File: config.mk
export PLATFORM = sky130hd
export DESIGN_NAME = viterbi_k3_decoder
export DESIGN_NICKNAME = d
export VERILOG_FILES = /design/src/rtl/viterbi_k3_decoder.sv
export SDC_FILE = /design/constraint.sdc
export NUM_CORES = 1
export LEC_CHECK = 0
export ABC_AREA = 1
export CAP_MARGIN = 20
export CORE_UTILIZATION = 55
export DETAILED_ROUTE_END_ITERATION = 16
export PLACE_DENSITY = 0.74
export SLEW_MARGIN = 20
export SYNTH_ARGS = -nofsm -noshare
export SYNTH_HDL_FRONTEND = slang
export SYNTH_SLANG_ARGS = --single-unit
export TNS_END_PERCENT = 10
File: constraint.sdc
create_clock -name clk -period 8.3 [get_ports clk]
set_clock_uncertainty 0.15 [all_clocks]
set_input_delay 2.075 -clock clk [delete_from_list [all_inputs] [get_ports clk]]
set_output_delay 2.075 -clock clk [all_outputs]
set_load 0.03 [all_outputs]
File: src/rtl/viterbi_k3_decoder.sv
// viterbi_k3_decoder: hard-decision Viterbi decoder for the rate-1/2 K=3 code (G0=7, G1=5),
// 4-state ACS with register-exchange survivors and valid/ready handshakes on both sides.
// Optional: define VITERBI_ERR_CNT_EN to add the err_cnt output (corrected channel bit errors).
module viterbi_k3_decoder #(
    parameter logic [2:0] G0       = 3'o7,
    parameter logic [2:0] G1       = 3'o5,
    parameter int         TB_DEPTH = 15,
    parameter int         PM_W     = 6
) (
    input  logic        clk,
    input  logic        rst_n,
    input  logic        clr,
    input  logic        in_valid,
    input  logic [1:0]  in_sym,
    output logic        in_ready,
    output logic        out_valid,
    output logic        out_bit,
    input  logic        out_ready
`ifdef VITERBI_ERR_CNT_EN
    ,
    output logic [15:0] err_cnt
`endif
);
    localparam int FC_W = $clog2(TB_DEPTH + 1);
    localparam logic [PM_W-1:0] PM_MAX = {PM_W{1'b1}};
    localparam logic [3:0][PM_W-1:0] PM_INIT = {PM_MAX, PM_MAX, PM_MAX, {PM_W{1'b0}}};

    logic [3:0][PM_W-1:0]     pm, acs, pm_norm;
    logic [3:0][TB_DEPTH-1:0] path, nxt_path;
    logic [TB_DEPTH-1:0]      surv;
    logic [PM_W-1:0]          sum0, sum1, min_new;
    logic [FC_W-1:0]          fill;
    logic [1:0]               best;
    logic                     pending, accept;

    // Hamming distance between the received symbol and the branch {b,p1,p0} = {ns, p0}.
    function automatic logic [1:0] branch_metric(input logic [1:0] ns, input logic p0, input logic [1:0] sym);
        logic [2:0] v;
        logic [1:0] e;
        v = {ns, p0};
        e = {^(v & G0), ^(v & G1)} ^ sym;
        return {1'b0, e[1]} + {1'b0, e[0]};
    endfunction

    function automatic logic [PM_W-1:0] sat_add(input logic [PM_W-1:0] a, input logic [1:0] b);
        logic [PM_W:0] t;
        t = {1'b0, a} + {{(PM_W-1){1'b0}}, b};
        return t[PM_W] ? PM_MAX : t[PM_W-1:0];
    endfunction

    assign in_ready = !pending && (!out_valid || out_ready);
    assign accept   = in_valid && in_ready;

    // Add-compare-select for new state {b,p1}: predecessors are {p1,0} and {p1,1}, ties go to p0=0.
    always_comb begin
        min_new  = PM_MAX;
        acs      = '0;
        pm_norm  = '0;
        nxt_path = '0;
        sum0     = '0;
        sum1     = '0;
        surv     = '0;
        for (int s = 0; s < 4; s++) begin
            sum0        = sat_add(pm[(s % 2) * 2], branch_metric(2'(s), 1'b0, in_sym));
            sum1        = sat_add(pm[(s % 2) * 2 + 1], branch_metric(2'(s), 1'b1, in_sym));
            acs[s]      = sum1 < sum0 ? sum1 : sum0;
            surv        = sum1 < sum0 ? path[(s % 2) * 2 + 1] : path[(s % 2) * 2];
            nxt_path[s] = {surv[TB_DEPTH-2:0], s >= 2};
            min_new     = acs[s] < min_new ? acs[s] : min_new;
        end
        for (int s = 0; s < 4; s++)
            pm_norm[s] = acs[s] - min_new;
    end

    // Best survivor: minimum stored metric, lowest state index on ties.
    always_comb begin
        best = 2'd0;
        for (int s = 1; s < 4; s++)
            if (pm[s] < pm[best])
                best = 2'(s);
    end

    // Metric/survivor update on accept, then output load on the following edge.
    always_ff @(posedge clk or negedge rst_n) begin
        if (!rst_n) begin
            pm        <= PM_INIT;
            path      <= '0;
            fill      <= '0;
            pending   <= 1'b0;
            out_valid <= 1'b0;
            out_bit   <= 1'b0;
        end else if (clr) begin
            pm        <= PM_INIT;
            path      <= '0;
            fill      <= '0;
            pending   <= 1'b0;
            out_valid <= 1'b0;
            out_bit   <= 1'b0;
        end else begin
            if (accept) begin
                pm      <= pm_norm;
                path    <= nxt_path;
                fill    <= fill == FC_W'(TB_DEPTH) ? fill : fill + 1'b1;
                pending <= 1'b1;
            end else if (pending) begin
                pending <= 1'b0;
            end
            if (pending && fill == FC_W'(TB_DEPTH)) begin
                out_valid <= 1'b1;
                out_bit   <= path[best][TB_DEPTH-1];
            end else if (out_ready) begin
                out_valid <= 1'b0;
            end
        end
    end

`ifdef VITERBI_ERR_CNT_EN
    // Stored metrics always have a minimum of 0, so the new pre-normalisation minimum is the increment.
    always_ff @(posedge clk or negedge rst_n) begin
        if (!rst_n)
            err_cnt <= '0;
        else if (clr)
            err_cnt <= '0;
        else if (accept)
            err_cnt <= (17'(err_cnt) + 17'(min_new) > 17'h0FFFF) ? 16'hFFFF : err_cnt + 16'(min_new);
    end
`endif
endmodule

# == After elaboration in Yosys (flattened, before gate mapping) ==
# Index checks and enable logic that the tools add are counted.
# op_classes
add_sub_neg,17
n_lt_le_gt_ge,14
n_eq_ne,2
n_mux,43
bitwise_logic,3
reduce_logical,10
# op_table
operator,n
two-way mux 60 bit,2
two-way mux 6 bit,18
less-than comparator 6 bit,10
adder 6 x 2 -> 7 bit,8
two-way mux 14 bit,4
two-way mux 24 bit,2
binary-select mux 15 bit (select 2 bit),1
binary-select mux 6 bit (select 2 bit),2
subtractor 6 bit,4
two-way mux 15 bit,1
two-way mux 4 bit,3
"less-than comparator 2 x 3 -> 1 bit, second input constant",3
adder 1 x 1 -> 2 bit,4
two-way mux 1 bit,8
"less-than comparator 6 bit, second input constant",1
"adder 4 x 1 -> 4 bit, second input constant",1
"== test 4 bit, second input constant",1
two-way mux 2 bit,2
nonzero test 2 bit,2
logical AND 1 bit,3
nonzero test 3 bit,1
logical NOT 1 bit,2
"inequality test 2 bit, second input constant",1
NOT 1 bit,2
other kinds (3),3
# totals
ff_bits,91
in_bits,7
output_inout_bits,3
wordCells,101

# == Longest topological paths before layout ==
# Gate-level depths: netlist of run 1.
# depth
word_depth,17
depth_mapped,62
depth_no_buf,59

# == Worst setup path after synthesis of run 1 ==
# OpenSTA, ideal clock, no wires.
# synth_path
kind,input port to flip-flop
start,input in_sym[0]
end,register pm[5] in the netlist's numbering
setup_time_ps,133
t_arrival_ps,9712
required_time_ps,8017
slack_ps,-1695
path_stages,54
n_path_buf,3
cell_sequence,inv_1 -> ha_1 -> inv_1 -> ha_1 -> inv_1 -> fa_1 -> nor2_1 -> inv_1 -> nand3_1 -> ha_1 -> a21oi_1 -> nor2_1 -> a211oi_1 -> nand2_2 -> inv_1 -> buf_2 -> o21ai_0 -> ha_1 -> (+18 left out) -> nand2_1 -> nand3_4 -> nand3_4 -> buf_6 -> o21ai_0 -> ha_1 -> inv_1 -> a21oi_1 -> nor2_1 -> nor2_1 -> inv_1 -> nand2_1 -> nand2_1 -> a21oi_1 -> xor2_1 -> nand2_1 -> nand2_1 -> o22ai_1
# synth_between
elab_chain_cells,17
elab_cells_between_ends,41
cone_classes,add/sub (13); order compare (8); mux (18); bitwise (2)
# synth_rtl
element,line,text
start: declaration,14,"input logic [1:0] in_sym,"
NOT 2 bit (no source line),n/a,
adder 1 x 1 -> 2 bit,42,"return {1'b0, e[1]} + {1'b0, e[0]};"
adder 6 x 2 -> 7 bit,47,"t = {1'b0, a} + {{(PM_W-1){1'b0}}, b};"
two-way mux 6 bit,48,return t[PM_W] ? PM_MAX : t[PM_W-1:0];
less-than comparator 6 bit,66,acs[s] = sum1 < sum0 ? sum1 : sum0;
two-way mux 6 bit,66,
less-than comparator 6 bit,69,min_new = acs[s] < min_new ? acs[s] : min_new;
two-way mux 6 bit,69,
less-than comparator 6 bit,69,
two-way mux 6 bit,69,
less-than comparator 6 bit,69,
two-way mux 6 bit,69,
less-than comparator 6 bit,69,
two-way mux 6 bit,69,
subtractor 6 bit *,72,pm_norm[s] = acs[s] - min_new;
two-way mux 24 bit *,100,if (accept) begin
two-way mux 24 bit *,92,end else if (clr) begin
end signal: assignment,101,pm <= pm_norm;
end: declaration,28,"logic [3:0][PM_W-1:0] pm, acs, pm_norm;"
# Every way passes the cells marked *; elsewhere a longest branch is shown, timed or not. The select of a mux whose other input is x is not followed.
# A chain may end at the register's enable or synchronous reset.

# == Worst setup path in the final report of run 1 ==
# Ends and elaborated chain as after synthesis.

==> load_flow_metrics.sql, run 1 <==
INSERT INTO impl_metrics (metric_group, metric, value, unit) VALUES
('critical_path', 'critical_path_class', 'in2reg', ''),
('floorplanning', 'core.rowCount', '42', ''),
('layout', 'drive_gt1_share', '32.58', '%'),
('synthesis', 'synthesized_area_per_cell', '6.771', 'um^2'),
('layout', 'layout-area-overhead-vs-synth', '38.53', '%'),
('place', 'pre_cts_slack', '-1.554', 'ns'),
('sta', 'setup_violations', '18', ''),
('synthesis', 'ys_types', '49', ''),
('clocking', 'ctsRootBufferMaster', 'sky130_fd_sc_hd__clkbuf_16', ''),
('synthesis', 'portion_of_the_post_synthesis_area_used_by_sequential_elements', '28.22', '%'),
('grt', 'pin_count_of_the_biggest_net_entering_global_routing', '64', ''),
('place', 'weighted_congestion_at_the_end_of_routability_driven_global_placement', '0.9622', ''),
('clocking', 'cts-root-to-sink-buffers', '2', ''),
('hold_path', 'timing.hold.worst_path_depth', '2', ''),
('hold_path', 'hold_path.startpoint', 'path[52]$_DFFE_PN0P_', ''),
('run_status', 'violations_in_the_final_reports', 'setup timing', ''),
('run_status', 'run_status', 'finished with violations', ''),
('clocking', 'worst_skew_pair_later_pin_latency', '0.36', 'ns'),
('detailed_routing', 'routed_wirelength', '25470', 'um'),
('floorplanning', 'die_width', '119.7', 'um'),
('synthesis', 'yosysWarningCount', '0', ''),
('grt', 'grt_remaining_overflow', '0', ''),
('sta', 'max_slew.worst_pin.slew', '1.108', 'ns'),
('layout', 'finish.utilization', '78.75', '%'),
('synthesis', 'syn-num-nets', '1213', ''),
('critical_path', 'startpoint', 'in_sym[0]', ''),
('grt', 'first_global_vias', '7874', ''),
('grt', 'grt_antenna_before_repair', '0', ''),
('floorplanning', 'starting_utilization_of_the_core_area', '56.84', '%'),
('critical_path', 'timing.critical_path.slowest_cell_delay', '0.32', 'ns'),
('sta', 'final_hold_viol_count', '0', ''),
('detailed_routing', 'via_per_inst', '5.686', ''),
('sta', 'max_slew_margin', '25.78', '%'),
('detailed_routing', 'via_count', '8557', ''),
('clocking', 'htree_levels', '3', ''),
('floorplanning', 'floorplan.io_pins', '10', ''),
('sta', 'post-route-worst-setup-slack', '-0.6459', 'ns'),
('detailed_routing', 'drt_first_iter_violations', '797', ''),
('critical_path', 'worst-r2r-cell-count', '57', ''),
('synthesis', 'netlist.top_cell.by_area', 'sky130_fd_sc_hd__dfrtp_1', ''),
('critical_path', 'critPathMostFrequentCell', 'sky130_fd_sc_hd__nand2_1', ''),
('detailed_routing', 'drt_first_pass_iters', '5', ''),
('floorplanning', 'die-area', '0.01432', 'mm^2'),
('sta', 'finalCritPeriodShare', '107.8', '%'),
('synthesis', 'synth.top_cell.area_share', '22.01', '%'),
('synthesis', 'adder_cell_fraction_of_synth_area', '13.80', '%'),
('layout', 'finish.net_count', '1412', ''),
('grt', 'globalRouteTotalUtil', '34.27', '%'),
('synthesis', 'synth-xor-area-share', '2.415', '%'),
('layout', 'n_antenna_cell', '0', ''),
('critical_path', 'critical_path.reg2reg.startpoint', 'pm[7]$_DFFE_PN1P_', ''),
('synthesis', 'synth_area_leaders', 'sky130_fd_sc_hd__dfrtp_1 22%, sky130_fd_sc_hd__nand2_1 13%, sky130_fd_sc_hd__ha_1 12%, sky130_fd_sc_hd__o21ai_0 10%, sky130_fd_sc_hd__inv_1 6.5%', ''),
('place', 'hpwl_dp', '16870', 'um'),
('detailed_routing', 'ant_nets', '0', ''),
('sta', 'post-route-min-period', '8.946', 'ns'),
('synthesis', 'post_synth_instance_area', '0.007617', 'mm^2'),
('synthesis', 'yosys_register_bits', '85', ''),
('synthesis', 'synth_top_family_by_area', 'simple AND/OR/NAND/NOR gates', ''),
('synthesis', 'yosys.area_share.simple', '28.20', '%'),
('critical_path', 'critical-path-slowest-cell', 'sky130_fd_sc_hd__ha_4', ''),
('detailed_routing', 'detail_route.wl_per_cell', '16.92', 'um'),
('grt', 'grt_first_pass_wirelength', '38520', 'um'),
('critical_path', 'crit_arrival', '9.03', 'ns'),
('critical_path', 'worst_r2r_setup_slack', '0.96', 'ns'),
('hold_path', 'min-delay-path-class', 'reg2reg', ''),
('floorplanning', 'design.core.area', '0.01340', 'mm^2'),
('synthesis', 'synth_area_in_compound_gates', '18.18', '%'),
('job', 'max_cap_check_violation_count', '0', ''),
('clocking', 'cts_hold_repair.buffers', '0', ''),
('detailed_routing', 'drcViolationCount', '0', ''),
('hold_path', 'min_delay_worst_endpoint', 'path[52]$_DFFE_PN0P_', '');
[worst max-delay path: cells and delay by family]
family / cells / cell delay [ns]
AO/OA/AOI/OAI: 11 / 1.51
XOR/XNOR: 1 / 0.23
adder cells (fa/ha/maj): 7 / 1.80
buffers and inverters: 13 / 0.98
AND/OR/NAND/NOR: 26 / 2.38
[metrics by stage]
step | TNS, ns | area (um^2) | hold slack [ns] | cells
global route | -10.11 | 10550 | 0.3749 | 1505
global placement | -21.84 | 9275 | 0.3289 | 1452
finish | -3.767 | 10550 | 0.3475 | 1505
CTS | -1.855 | 10070 | 0.3405 | 1495
floorplan | -5.099 | 7796 | 0.3034 | 1125
detailed placement | -25.80 | 9275 | 0.3279 | 1452
[synthesized netlist by cell type, drive strengths merged]
cell,n
nand2,279
a31oi,1
xnor2,7
o22a,1
o221ai,2
nand3b,1
xor2,14
fa,5
ha,76
or2,4
o21bai,4
a21oi,56
o22ai,12
a211oi,2
and3,1
o31ai,1
dfstp,18
clkbuf,22
clkinv,2
nand4,10
nor2,129
inv,138
dfrtp,67
nor3,12
o211ai,1
o21a,6
o21ai,162
a221oi,1
a21boi,4
a22oi,2
nand3,68
a2bb2oi,1
a21o,1
buf,15
[cells by family (layout without fill, tap and decap cells)]
kind of cell	Yosys count	after routing
AOI/OAI and AO/OA	257	257
xor gates and xnor gates	21	21
adders and majority gates	81	81
buffers and inverters	177	381
DFF	85	85
and+or+nand+nor	504	504
[how the worst max path moves through the flow]
stage               slack (ns)  depth (start not counted)           endpoint
floorplan                -0.72                         58  pm[5]$_DFFE_PN0P_
global placement         -1.35                         56  pm[5]$_DFFE_PN0P_
detailed placement       -1.55                         55  pm[5]$_DFFE_PN0P_
CTS                      -0.36                         53  pm[5]$_DFFE_PN0P_
global route             -0.99                         58  pm[5]$_DFFE_PN0P_
finish                   -0.65                         58  pm[5]$_DFFE_PN0P_
[placed cells by master (no fill, tap or decap), drive strengths merged, types with 4 or more instances in the layout]
| master | netlist | routed |
|---|---|---|
| nand3 | 68 | 68 |
| clkinv | 2 | 5 |
| o22ai | 12 | 12 |
| o21ai | 162 | 162 |
| o21bai | 4 | 4 |
| nor3 | 12 | 12 |
| buf | 15 | 219 |
| nor2 | 129 | 129 |
| dfstp | 18 | 18 |
| xnor2 | 7 | 7 |
| o21a | 6 | 6 |
| fa | 5 | 5 |
| nand2 | 279 | 279 |
| xor2 | 14 | 14 |
| dfrtp | 67 | 67 |
| clkbuf | 22 | 9 |
| a21boi | 4 | 4 |
| a21oi | 56 | 56 |
| or2 | 4 | 4 |
| ha | 76 | 76 |
| clkdlybuf4s50 | 0 | 6 |
| nand4 | 10 | 10 |
| inv | 138 | 142 |
[flip-flops by register name, summed over array words and instances, names as in the netlist]
signal	cells
fill	4
out_bit	1
out_valid	1
path	54
pending	1
pm	24
[layer usage]
metal | global-route usage (%) | part of all wire, % | up-vias
met5 | 0 | 0 | -
met4 | 11.95 | 4.2 | 0
met3 | 5.513 | 7.0 | 88
met2 | 58.09 | 48 | 351
met1 | 44.17 | 41 | 4034
li1 | - | - | 4084
[layout make-up]
cell class	count	area [um^2]	share of cell area (%)
Clock buffer	9	225.2	2.134
Clock inverter	7	62.56	0.5928
Inverter	140	575.6	5.454
Multi-Input combinational cell	863	5562	52.70
Sequential cell	85	2150	20.37
Tap cell	176	220.2	2.087
Timing Repair Buffer	225	1758	16.66
[what timing repair did]
item	in CTS	in global routing
pin swaps	66	61
gates resized for setup	76	94
setup endpoints to repair	24	24
buffers inserted	27	12
Power of run 1 is not shown: default switching activity piles up to over one toggle a cycle in this logic, so the estimate is an artifact.
==> run 2: changes to the inputs <==
--- a/config.mk
+++ b/config.mk
@@ -7,10 +7,12 @@
 export LEC_CHECK = 0
 export ABC_AREA = 1
 export CAP_MARGIN = 20
-export CORE_UTILIZATION = 55
+export CELL_PAD_IN_SITES_DETAIL_PLACEMENT = 0
+export CELL_PAD_IN_SITES_GLOBAL_PLACEMENT = 1
+export CORE_UTILIZATION = 42
 export DETAILED_ROUTE_END_ITERATION = 16
-export PLACE_DENSITY = 0.74
-export SLEW_MARGIN = 20
+export PLACE_DENSITY_LB_ADDON = 0.1
+export SLEW_MARGIN = 10
 export SYNTH_ARGS = -nofsm -noshare
 export SYNTH_HDL_FRONTEND = slang
 export SYNTH_SLANG_ARGS = --single-unit
==> run 2 against run 1 <==
Compared with the run above: the run still ends with setup timing left; setup slack better by 0.064 ns; critical path depth stayed put; non-clock buffer count rose by 17; sequential cell count did not move; global-route usage shrank 6.3 points; wire length down 1.4%; via count down 5.6%; fmax rose by 0.72%; register-to-register slack improved by 0.04 ns; core utilization down 19 points; cell count up 4.5%; first-iteration DRC count down 44%; critical endpoint is now pm[16]$_DFFE_PN1P_.
==> load_flow_metrics.sql, run 2 (same netlist as run 1, synthesis figures left out) <==
INSERT INTO impl_metrics (metric_group, metric, value, unit) VALUES
('critical_path', 'setup.worst_path.end', 'pm[16]$_DFFE_PN1P_', ''),
('layout', 'layout-area-overhead-vs-synth', '37.52', '%'),
('detailed_routing', 'ant_nets', '0', ''),
('sta', 'finalCritPeriodShare', '107.0', '%'),
('sta', 'post-route-min-period', '8.882', 'ns'),
('place', 'hpwl_dp', '18630', 'um'),
('clocking', 'tritoncts.num_buffers', '9', ''),
('clocking', 'cts-root-to-sink-buffers', '2', ''),
('floorplanning', 'die_width', '136.7', 'um'),
('clocking', 'cts.sinks', '85', ''),
('critical_path', 'critical_path.reg2reg.startpoint', 'pm[7]$_DFFE_PN1P_', ''),
('clocking', 'worst_skew_pair_later_pin_latency', '0.36', 'ns'),
('clocking', 'cts_hold_repair.buffers', '0', ''),
('clocking', 'ctsRootBufferMaster', 'sky130_fd_sc_hd__clkbuf_16', ''),
('detailed_routing', 'drcViolationCount', '0', ''),
('sta', 'max_slew_margin', '28.00', '%'),
('sta', 'max_freq', '0.1126', 'GHz'),
('layout', 'largest_register_ffs', '54', ''),
('critical_path', 'timing.critical_path.slowest_cell_delay', '0.39', 'ns'),
('layout', 'n_antenna_cell', '0', ''),
('critical_path', 'path_max_fanout', '7', ''),
('floorplanning', 'core.rowCount', '48', ''),
('clocking', 'htree_levels', '3', ''),
('detailed_routing', 'detail_route.wl_per_cell', '15.98', 'um'),
('floorplanning', 'floorplan.io_pins', '10', ''),
('run_status', 'violations_in_the_final_reports', 'setup timing', ''),
('grt', 'pin_count_of_the_biggest_net_entering_global_routing', '64', ''),
('grt', 'grt_antenna_before_repair', '0', ''),
('floorplanning', 'die-area', '0.01868', 'mm^2'),
('critical_path', 'worst_r2r_setup_slack', '1.00', 'ns'),
('detailed_routing', 'drt_first_iter_violations', '443', ''),
('clocking', 'path_clk_slew', '0.08', 'ns'),
('sta', 'final_hold_viol_count', '0', ''),
('job', 'max_cap_check_violation_count', '0', ''),
('grt', 'globalRouteTotalUtil', '27.95', '%'),
('critical_path', 'critical_path_class', 'in2reg', ''),
('detailed_routing', 'drt_first_pass_iters', '5', ''),
('detailed_routing', 'via_count', '8077', ''),
('place', 'pre_cts_slack', '-1.723', 'ns'),
('layout', 'registers_with_the_most_flip_flops', 'path x54, pm x24, fill x4', ''),
('run_status', 'run_status', 'finished with violations', ''),
('grt', 'first_global_vias', '7734', ''),
('detailed_routing', 'routed_wirelength', '25120', 'um'),
('layout', 'most-common-layout-cells', '242 x sky130_fd_sc_hd__nand2_1, 229 x sky130_fd_sc_hd__buf_4, 137 x sky130_fd_sc_hd__o21ai_0', ''),
('critical_path', 'crit-reg2reg-capture', 'pm[16]$_DFFE_PN1P_', ''),
('layout', 'top_register', 'path', ''),
('layout', 'final_common_cell', 'sky130_fd_sc_hd__nand2_1', ''),
('layout', 'finish.net_count', '1430', ''),
('floorplanning', 'design.core.area', '0.01748', 'mm^2'),
('floorplanning', 'chipHeight', '136.7', 'um'),
('grt', 'grt_first_pass_wirelength', '39710', 'um'),
('clocking', 'cts_tree', 'built', ''),
('place', 'weighted_congestion_at_the_end_of_routability_driven_global_placement', '0.9373', ''),
('critical_path', 'crit_arrival', '9.03', 'ns'),
('hold_path', 'min-delay-path-class', 'reg2reg', ''),
('sta', 'post-route-worst-setup-slack', '-0.5815', 'ns'),
('place', 'buffers_on_ports', '9', ''),
('grt', 'grt_remaining_overflow', '0', ''),
('sta', 'worst_hold_slack', '0.3475', 'ns'),
('layout', 'drive_gt1_share', '31.11', '%'),
('sta', 'setup_violations', '20', ''),
('detailed_routing', 'via_per_inst', '5.138', ''),
('critical_path', 'cp-start-kind', 'input pin', ''),
('critical_path', 'worstPathRequired', '8.45', 'ns'),
('critical_path', 'cp-end-kind', 'register', ''),
('critical_path', 'startpoint', 'in_sym[1]', ''),
('critical_path', 'worst-r2r-cell-count', '55', ''),
('sta', 'number_of_max_slew_violations_in_the_final_report', '0', ''),
('sta', 'setup_repair_after_global_routing_missed_its_margin', 'true', ''),
('sta', 'max_slew.worst_pin.slew', '1.078', 'ns'),
('floorplanning', 'starting_utilization_of_the_core_area', '43.59', '%'),
('critical_path', 'critical-path-slowest-cell', 'sky130_fd_sc_hd__fa_2', ''),
('hold_path', 'hold_path.startpoint', 'path[46]$_DFFE_PN0P_', '');
-- run 2: worst max-delay path, delay by kind of cell --
kind	cells	cell delay [ns]
compound gates	9	1.41
fa+ha+maj	8	1.94
buf+inv	17	1.32
simple gates	24	2.23
-- run 2: worst min-delay path by stage --
stage,endpoint,slack (ns),depth (start not counted)
final,path[46]$_DFFE_PN0P_,0.35,2
after detailed placement,path[46]$_DFFE_PN0P_,0.33,2
after floorplan,path[14]$_DFFE_PN0P_,0.30,2
after global placement,path[46]$_DFFE_PN0P_,0.33,2
after CTS,path[46]$_DFFE_PN0P_,0.35,2
after global routing,path[46]$_DFFE_PN0P_,0.38,2
-- run 2: timing repair --
action,in CTS,in global routing
setup endpoints to repair,24,24
cloned,1,0
gates resized for setup,66,46
setup buffers,33,12
pin swaps,57,54
-- run 2: metrics by stage --
stage	cell area, um^2	TNS [ns]	cells	util [%]
2_1_floorplan	7796	-5.099	1125	-
3_5_place_dp	9417	-31.71	1510	53.88
4_1_cts	10220	-4.254	1560	58.47
5_1_grt	10480	-15.61	1572	59.94
6_report	10480	-7.690	1572	59.94
3_3_place_gp	9417	-29.53	1510	53.88
-- run 2: cell type report --
class                           count  area (um^2)
Sequential cell                    85         2150
Multi-Input combinational cell    863         5311
Timing Repair Buffer              242         1867
Clock inverter                      7        72.57
Tap cell                          225        281.5
Fill cell                        1628         7002
Inverter                          140        560.5
Clock buffer                        9        225.2
Timing Repair inverter              1        7.507
-- run 2: layer usage --
metal  wire length, um  vias up  track usage, %  share of wire [%]
met5                 0        -               0                  0
met4               663        0           10.37                2.6
met3               900       50           3.333                3.6
met2             11920      156           47.46                 47
met1             11630     3742           36.23                 46
li1                  -     4129               -                  -
Power of run 2 is left out for the same reason.
==> run 3: changes to the inputs <==
--- a/config.mk
+++ b/config.mk
@@ -6,7 +6,7 @@
 export NUM_CORES = 1
 export LEC_CHECK = 0
 export ABC_AREA = 1
-export CAP_MARGIN = 20
+export CAP_MARGIN = 5
 export CELL_PAD_IN_SITES_DETAIL_PLACEMENT = 0
 export CELL_PAD_IN_SITES_GLOBAL_PLACEMENT = 1
 export CORE_UTILIZATION = 42
==> run 3 against run 2 <==
Compared with the run above: the flow still finishes with violations (setup timing); non-clock buffer count decreased by 1; setup slack better by 0.0059 ns; cell area about the same; register-to-register slack about the same.
==> load_flow_metrics.sql, run 3 (same netlist as run 1, synthesis figures left out) <==
INSERT INTO impl_metrics (metric_group, metric, value, unit) VALUES
('run_status', 'run_status', 'finished with violations', ''),
('run_status', 'violations_in_the_final_reports', 'setup timing', ''),
('detailed_routing', 'via_per_inst', '5.153', ''),
('sta', 'final_hold_viol_count', '0', ''),
('layout', 'layout-area-overhead-vs-synth', '37.42', '%'),
('sta', 'finalCritPeriodShare', '106.9', '%'),
('clocking', 'htree_levels', '3', ''),
('floorplanning', 'die_width', '136.7', 'um'),
('grt', 'grt_antenna_before_repair', '0', ''),
('place', 'buffers_on_ports', '9', ''),
('sta', 'worst_hold_slack', '0.3499', 'ns'),
('critical_path', 'crit_arrival', '9.02', 'ns'),
('sta', 'max_slew.worst_pin.slew', '1.086', 'ns'),
('grt', 'grt_remaining_overflow', '0', ''),
('layout', 'finish.net_count', '1429', ''),
('grt', 'pin_count_of_the_biggest_net_entering_global_routing', '64', ''),
('place', 'weighted_congestion_at_the_end_of_routability_driven_global_placement', '0.9373', ''),
('layout', 'n_antenna_cell', '0', ''),
('critical_path', 'worstPathRequired', '8.45', 'ns'),
('critical_path', 'critical_path_class', 'in2reg', ''),
('sta', 'post-route-min-period', '8.876', 'ns'),
('clocking', 'cts.sinks', '85', ''),
('place', 'hpwl_dp', '18630', 'um'),
('detailed_routing', 'routed_wirelength', '25080', 'um'),
('clocking', 'cts-root-to-sink-buffers', '2', ''),
('floorplanning', 'starting_utilization_of_the_core_area', '43.59', '%'),
('layout', 'most-common-layout-cells', '242 x sky130_fd_sc_hd__nand2_1, 228 x sky130_fd_sc_hd__buf_4, 137 x sky130_fd_sc_hd__o21ai_0', ''),
('detailed_routing', 'detail_route.wl_per_cell', '15.96', 'um'),
('critical_path', 'timing.critical_path.slowest_cell_delay', '0.39', 'ns'),
('critical_path', 'timing.critical_path.buf_inv', '17', ''),
('detailed_routing', 'ant_nets', '0', ''),
('clocking', 'ctsRootBufferMaster', 'sky130_fd_sc_hd__clkbuf_16', ''),
('clocking', 'cts_tree', 'built', ''),
('critical_path', 'critical-path-slowest-cell', 'sky130_fd_sc_hd__fa_2', ''),
('detailed_routing', 'drcViolationCount', '0', ''),
('sta', 'setup_violations', '20', ''),
('sta', 'post-route-worst-setup-slack', '-0.5757', 'ns'),
('layout', 'drive_gt1_share', '31.05', '%'),
('detailed_routing', 'detailroute.wirelength.met3', '1025', 'um'),
('detailed_routing', 'via_count', '8095', ''),
('layout', 'top_register', 'path', ''),
('floorplanning', 'design.core.area', '0.01748', 'mm^2'),
('clocking', 'path_clk_slew', '0.08', 'ns'),
('critical_path', 'worst_r2r_setup_slack', '1.00', 'ns'),
('hold_path', 'min-delay-path-class', 'reg2reg', ''),
('detailed_routing', 'wl_met1', '11510', 'um'),
('floorplanning', 'chipHeight', '136.7', 'um'),
('layout', 'final_common_cell', 'sky130_fd_sc_hd__nand2_1', ''),
('critical_path', 'worst_path_dominant_cell_family', 'simple AND/OR/NAND/NOR gates', ''),
('detailed_routing', 'highest_layer', 'met4', ''),
('grt', 'grt_first_pass_wirelength', '39710', 'um'),
('detailed_routing', 'drt_first_pass_iters', '5', ''),
('floorplanning', 'floorplan.io_pins', '10', ''),
('floorplanning', 'die-area', '0.01868', 'mm^2'),
('sta', 'max_freq', '0.1127', 'GHz'),
('sta', 'setup_repair_after_global_routing_missed_its_margin', 'true', ''),
('detailed_routing', 'wl_met2', '11900', 'um'),
('grt', 'first_global_vias', '7734', ''),
('detailed_routing', 'drt_first_iter_violations', '414', ''),
('grt', 'globalRouteTotalUtil', '27.95', '%'),
('layout', 'registers_with_the_most_flip_flops', 'path x54, pm x24, fill x4', ''),
('clocking', 'cts_hold_repair.buffers', '0', ''),
('floorplanning', 'core.rowCount', '48', ''),
('critical_path', 'cp-start-kind', 'input pin', ''),
('clocking', 'tritoncts.num_buffers', '9', ''),
('job', 'max_cap_check_violation_count', '0', ''),
('critical_path', 'cp-end-kind', 'register', ''),
('sta', 'number_of_max_slew_violations_in_the_final_report', '0', ''),
('layout', 'largest_register_ffs', '54', ''),
('critical_path', 'path_max_fanout', '7', ''),
('clocking', 'worst_skew_pair_later_pin_latency', '0.36', 'ns'),
('sta', 'max_slew_margin', '27.57', '%');
-- run 3: layout make-up --
type                    instances  area (um^2)
clock inverters                 7        72.57
flip-flops and latches         85         2150
repair buffers                241         1859
clock buffers                   9        225.2
multi-input cells             863         5311
fillers                      1628         7009
inverters                     140        560.5
repair inverters                1        7.507
well taps                     225        281.5
-- run 3: per-stage QoR --
stage	worst slack, ns	std cells	area [um^2]	setup TNS, ns	util, %
2_1_floorplan	-0.7241	1125	7796	-5.099	-
3_3_place_gp	-1.602	1510	9417	-29.53	53.88
3_5_place_dp	-1.723	1510	9417	-31.71	53.88
4_1_cts	-0.4648	1560	10220	-4.254	58.47
5_1_grt	-1.001	1571	10470	-15.61	59.89
6_report	-0.5757	1571	10470	-7.488	59.89
-- run 3: worst paths after layout --
path,startpoint,endpoint,cells past startpoint
worst min-delay path,path[46]$_DFFE_PN0P_,path[46]$_DFFE_PN0P_,2
min in group asynchronous,rst_n,fill[0]$_DFFE_PN0P_,1
worst min register to register,path[46]$_DFFE_PN0P_,path[46]$_DFFE_PN0P_,2
max in group asynchronous,rst_n,path[43]$_DFFE_PN0P_,2
worst max-delay path,in_sym[1],pm[16]$_DFFE_PN1P_,58
worst max register to register,pm[7]$_DFFE_PN1P_,pm[16]$_DFFE_PN1P_,55
-- run 3: tightest hold or removal path, cell delays in order (launching register included) --
cell,delay (ns)
sky130_fd_sc_hd__dfrtp_1,0.34
sky130_fd_sc_hd__nand2_1,0.05
sky130_fd_sc_hd__o21ai_0,0.07
-- run 3: metal layers --
metal | GRT usage [%] | vias to the layer above
met4 | 10.37 | 0
met1 | 36.23 | 3756
met2 | 47.46 | 163
li1 | - | 4129
met3 | 3.333 | 47
met5 | 0 | -
-- run 3: what timing repair did --
action	in CTS	in global routing
gates cloned	1	0
gates resized for setup	66	46
buffers inserted	33	12
pin swaps	57	54
hold endpoints to repair	0	0
endpoints found under the setup margin	24	24
Power of run 3 is left out for the same reason.
==> patch, RTL diff (settings of run 2) <==
Set the parameter `PM_W` to 7 (it was 6).
--- a/src/rtl/viterbi_k3_decoder.sv
+++ b/src/rtl/viterbi_k3_decoder.sv
@@ -6,5 +6,5 @@
     parameter logic [2:0] G1       = 3'o5,
     parameter int         TB_DEPTH = 15,
-    parameter int         PM_W     = 6
+    parameter int         PM_W     = 7
 ) (
     input  logic        clk,
Formal check against the unedited RTL: no difference found for any inputs over 10 cycles, from zero or initial values and one cycle with rst_n low; that may be too few to reach the edited logic, so the function may still have changed.
==> patch against run 2 <==
The run still ends with negative setup slack left; critical path type unchanged; sequential share of layout area fell by 2.1 points; via count increased by 19%; synthesized cell count increased by 20%; count of clock-buffer cells in the layout is the same; worst setup slack improved by 0.33 ns; routed wire length rose by 21%; cell area rose by 17%; sequential cell count increased by 4; area after synthesis rose by 17%; cell count rose by 18%.
Power is left out: the tool's default activity adds up to more than one toggle a clock period on the data nets, which glitch-free logic cannot reach.
==> patch: results (changes against run 2) <==
final net count=1677 (was 1430); data arrival time of the critical path=8.62 ns (was 9.03 ns); biggest regs=path: 54 flops, pm: 28 flops, fill: 4 flops (was path: 54 flops, pm: 24 flops, fill: 4 flops); portion of the post-synthesis area used by sequential elements=0.253 (was 0.282); Setup-failing EPs final=20 (unchanged); first-pass GRT wire length=48.8 mm (was 39.7 mm); number of vias in the routed layout=9586 (was 8077); setup slack after layout=-0.255 ns (was -0.582 ns); share of final-layout standard cells stronger than drive strength 1=0.331 (was 0.311); result of the run=finished, violations left (unchanged); Slew HR=0.356 (was 0.280); violation count after the first detailed-route iteration=558 (was 443); GRT Overall Usage=0.289 (was 0.279); pin count of the biggest net entering global routing=75 (was 64); violations in the final reports=negative setup slack (unchanged); routed wire length=30.4 mm (was 25.1 mm); Detail Placement HPWL=23.8 mm (was 18.6 mm); worst-case setup slack after placement=-1.39 ns (was -1.72 ns); Clock Pin Slew Worst Setup and Hold Paths=0.07 ns; cell types with the highest counts after synthesis=sky130_fd_sc_hd__nand2_1, sky130_fd_sc_hd__inv_1, sky130_fd_sc_hd__o21ai_0, sky130_fd_sc_hd__nor2_1, sky130_fd_sc_hd__nand3_1 (was sky130_fd_sc_hd__nand2_1, sky130_fd_sc_hd__o21ai_0, sky130_fd_sc_hd__inv_1, sky130_fd_sc_hd__nor2_1, sky130_fd_sc_hd__ha_1); global placement routability congestion=0.956 (was 0.937); Fill cells=1978 (was 1628); largest stage delay on the critical path=0.37 ns (was 0.39 ns); Yosys cell types=56 (was 49); via count of the first global-routing pass=9294 (was 7734); Net Count, Synth=1439 (was 1213); number of detailed-routing iterations run before antenna repair=5 (unchanged); dominant cells by area after synthesis=sky130_fd_sc_hd__dfrtp_1, sky130_fd_sc_hd__nand2_1, sky130_fd_sc_hd__ha_1 (unchanged)
==> patch: changes by cell type after synthesis, moves of 7 or more <==
cell	change
sky130_fd_sc_hd__inv_1	+46
sky130_fd_sc_hd__nand3_1	+34
sky130_fd_sc_hd__nand2_2	+22
sky130_fd_sc_hd__nor2_1	+18
sky130_fd_sc_hd__nand3_2	+7
sky130_fd_sc_hd__a21oi_1	+10
sky130_fd_sc_hd__nand2_1	+58
==> patch: kinds of logic after synthesis <==
family	count (synthesis)	share of synthesized area
AOI/OAI and AO/OA	267	0.164
xor gates and xnor gates	21	0.0206
adders and majority gates	86	0.125
buffers and inverters	221	0.100
DFF	89	0.253
muxes	1	0.00126
and+or+nand+nor	661	0.336
==> patch: area by class of cell <==
type                       count  area [um^2]  area share
clock buffer                   9          225      0.0184
clock inverter                 7         81.3     0.00663
inverter                     186          751      0.0612
multi-input combinational   1036         6580       0.537
sequential                    89         2250       0.184
tap                          270          338      0.0276
timing repair buffer         262         2030       0.165
==> patch: through the flow <==
step / cell area [um^2] / cells
CTS: 12000 / 1853
finish: 12300 / 1859
detailed placement: 11200 / 1819
global placement: 11200 / 1819
floorplan: 9240 / 1346
global route: 12300 / 1859
==> patch: worst max-delay path: cells and delay by family <==
family | cells | cell delay (ns)
adder cells (fa/ha/maj) | 8 | 2.05
AO/OA/AOI/OAI | 7 | 1.04
buffers and inverters | 13 | 0.96
AND/OR/NAND/NOR | 24 | 2.46
==> patch: final timing paths <==
check,from,end,slack (ns),cells after the start
worst max-delay path,in_sym[0],pm[5],-0.25,52
max in group asynchronous,rst_n,path[11],5.29,2
worst min-delay path,path[59],path[59],0.36,2
min in group asynchronous,rst_n,pm[0],1.45,1
worst min register to register,path[59],path[59],0.36,2
worst max register to register,pm[8],pm[5],1.26,52
==> patch: timing repair <==
| item | 4_1_cts | 5_1_grt |
|---|---|---|
| pin swaps | 61 | 25 |
| setup buffers | 19 | 6 |
| setup endpoints to repair | 28 | 24 |
| gates resized for setup | 95 | 49 |
==> patch: layer usage <==
layer	track usage	part of all wire	up-vias
met2	0.483	0.46	206
li1	-	-	4837
met5	0	0	-
met3	0.0309	0.044	48
met1	0.386	0.46	4495
met4	0.106	0.032	0
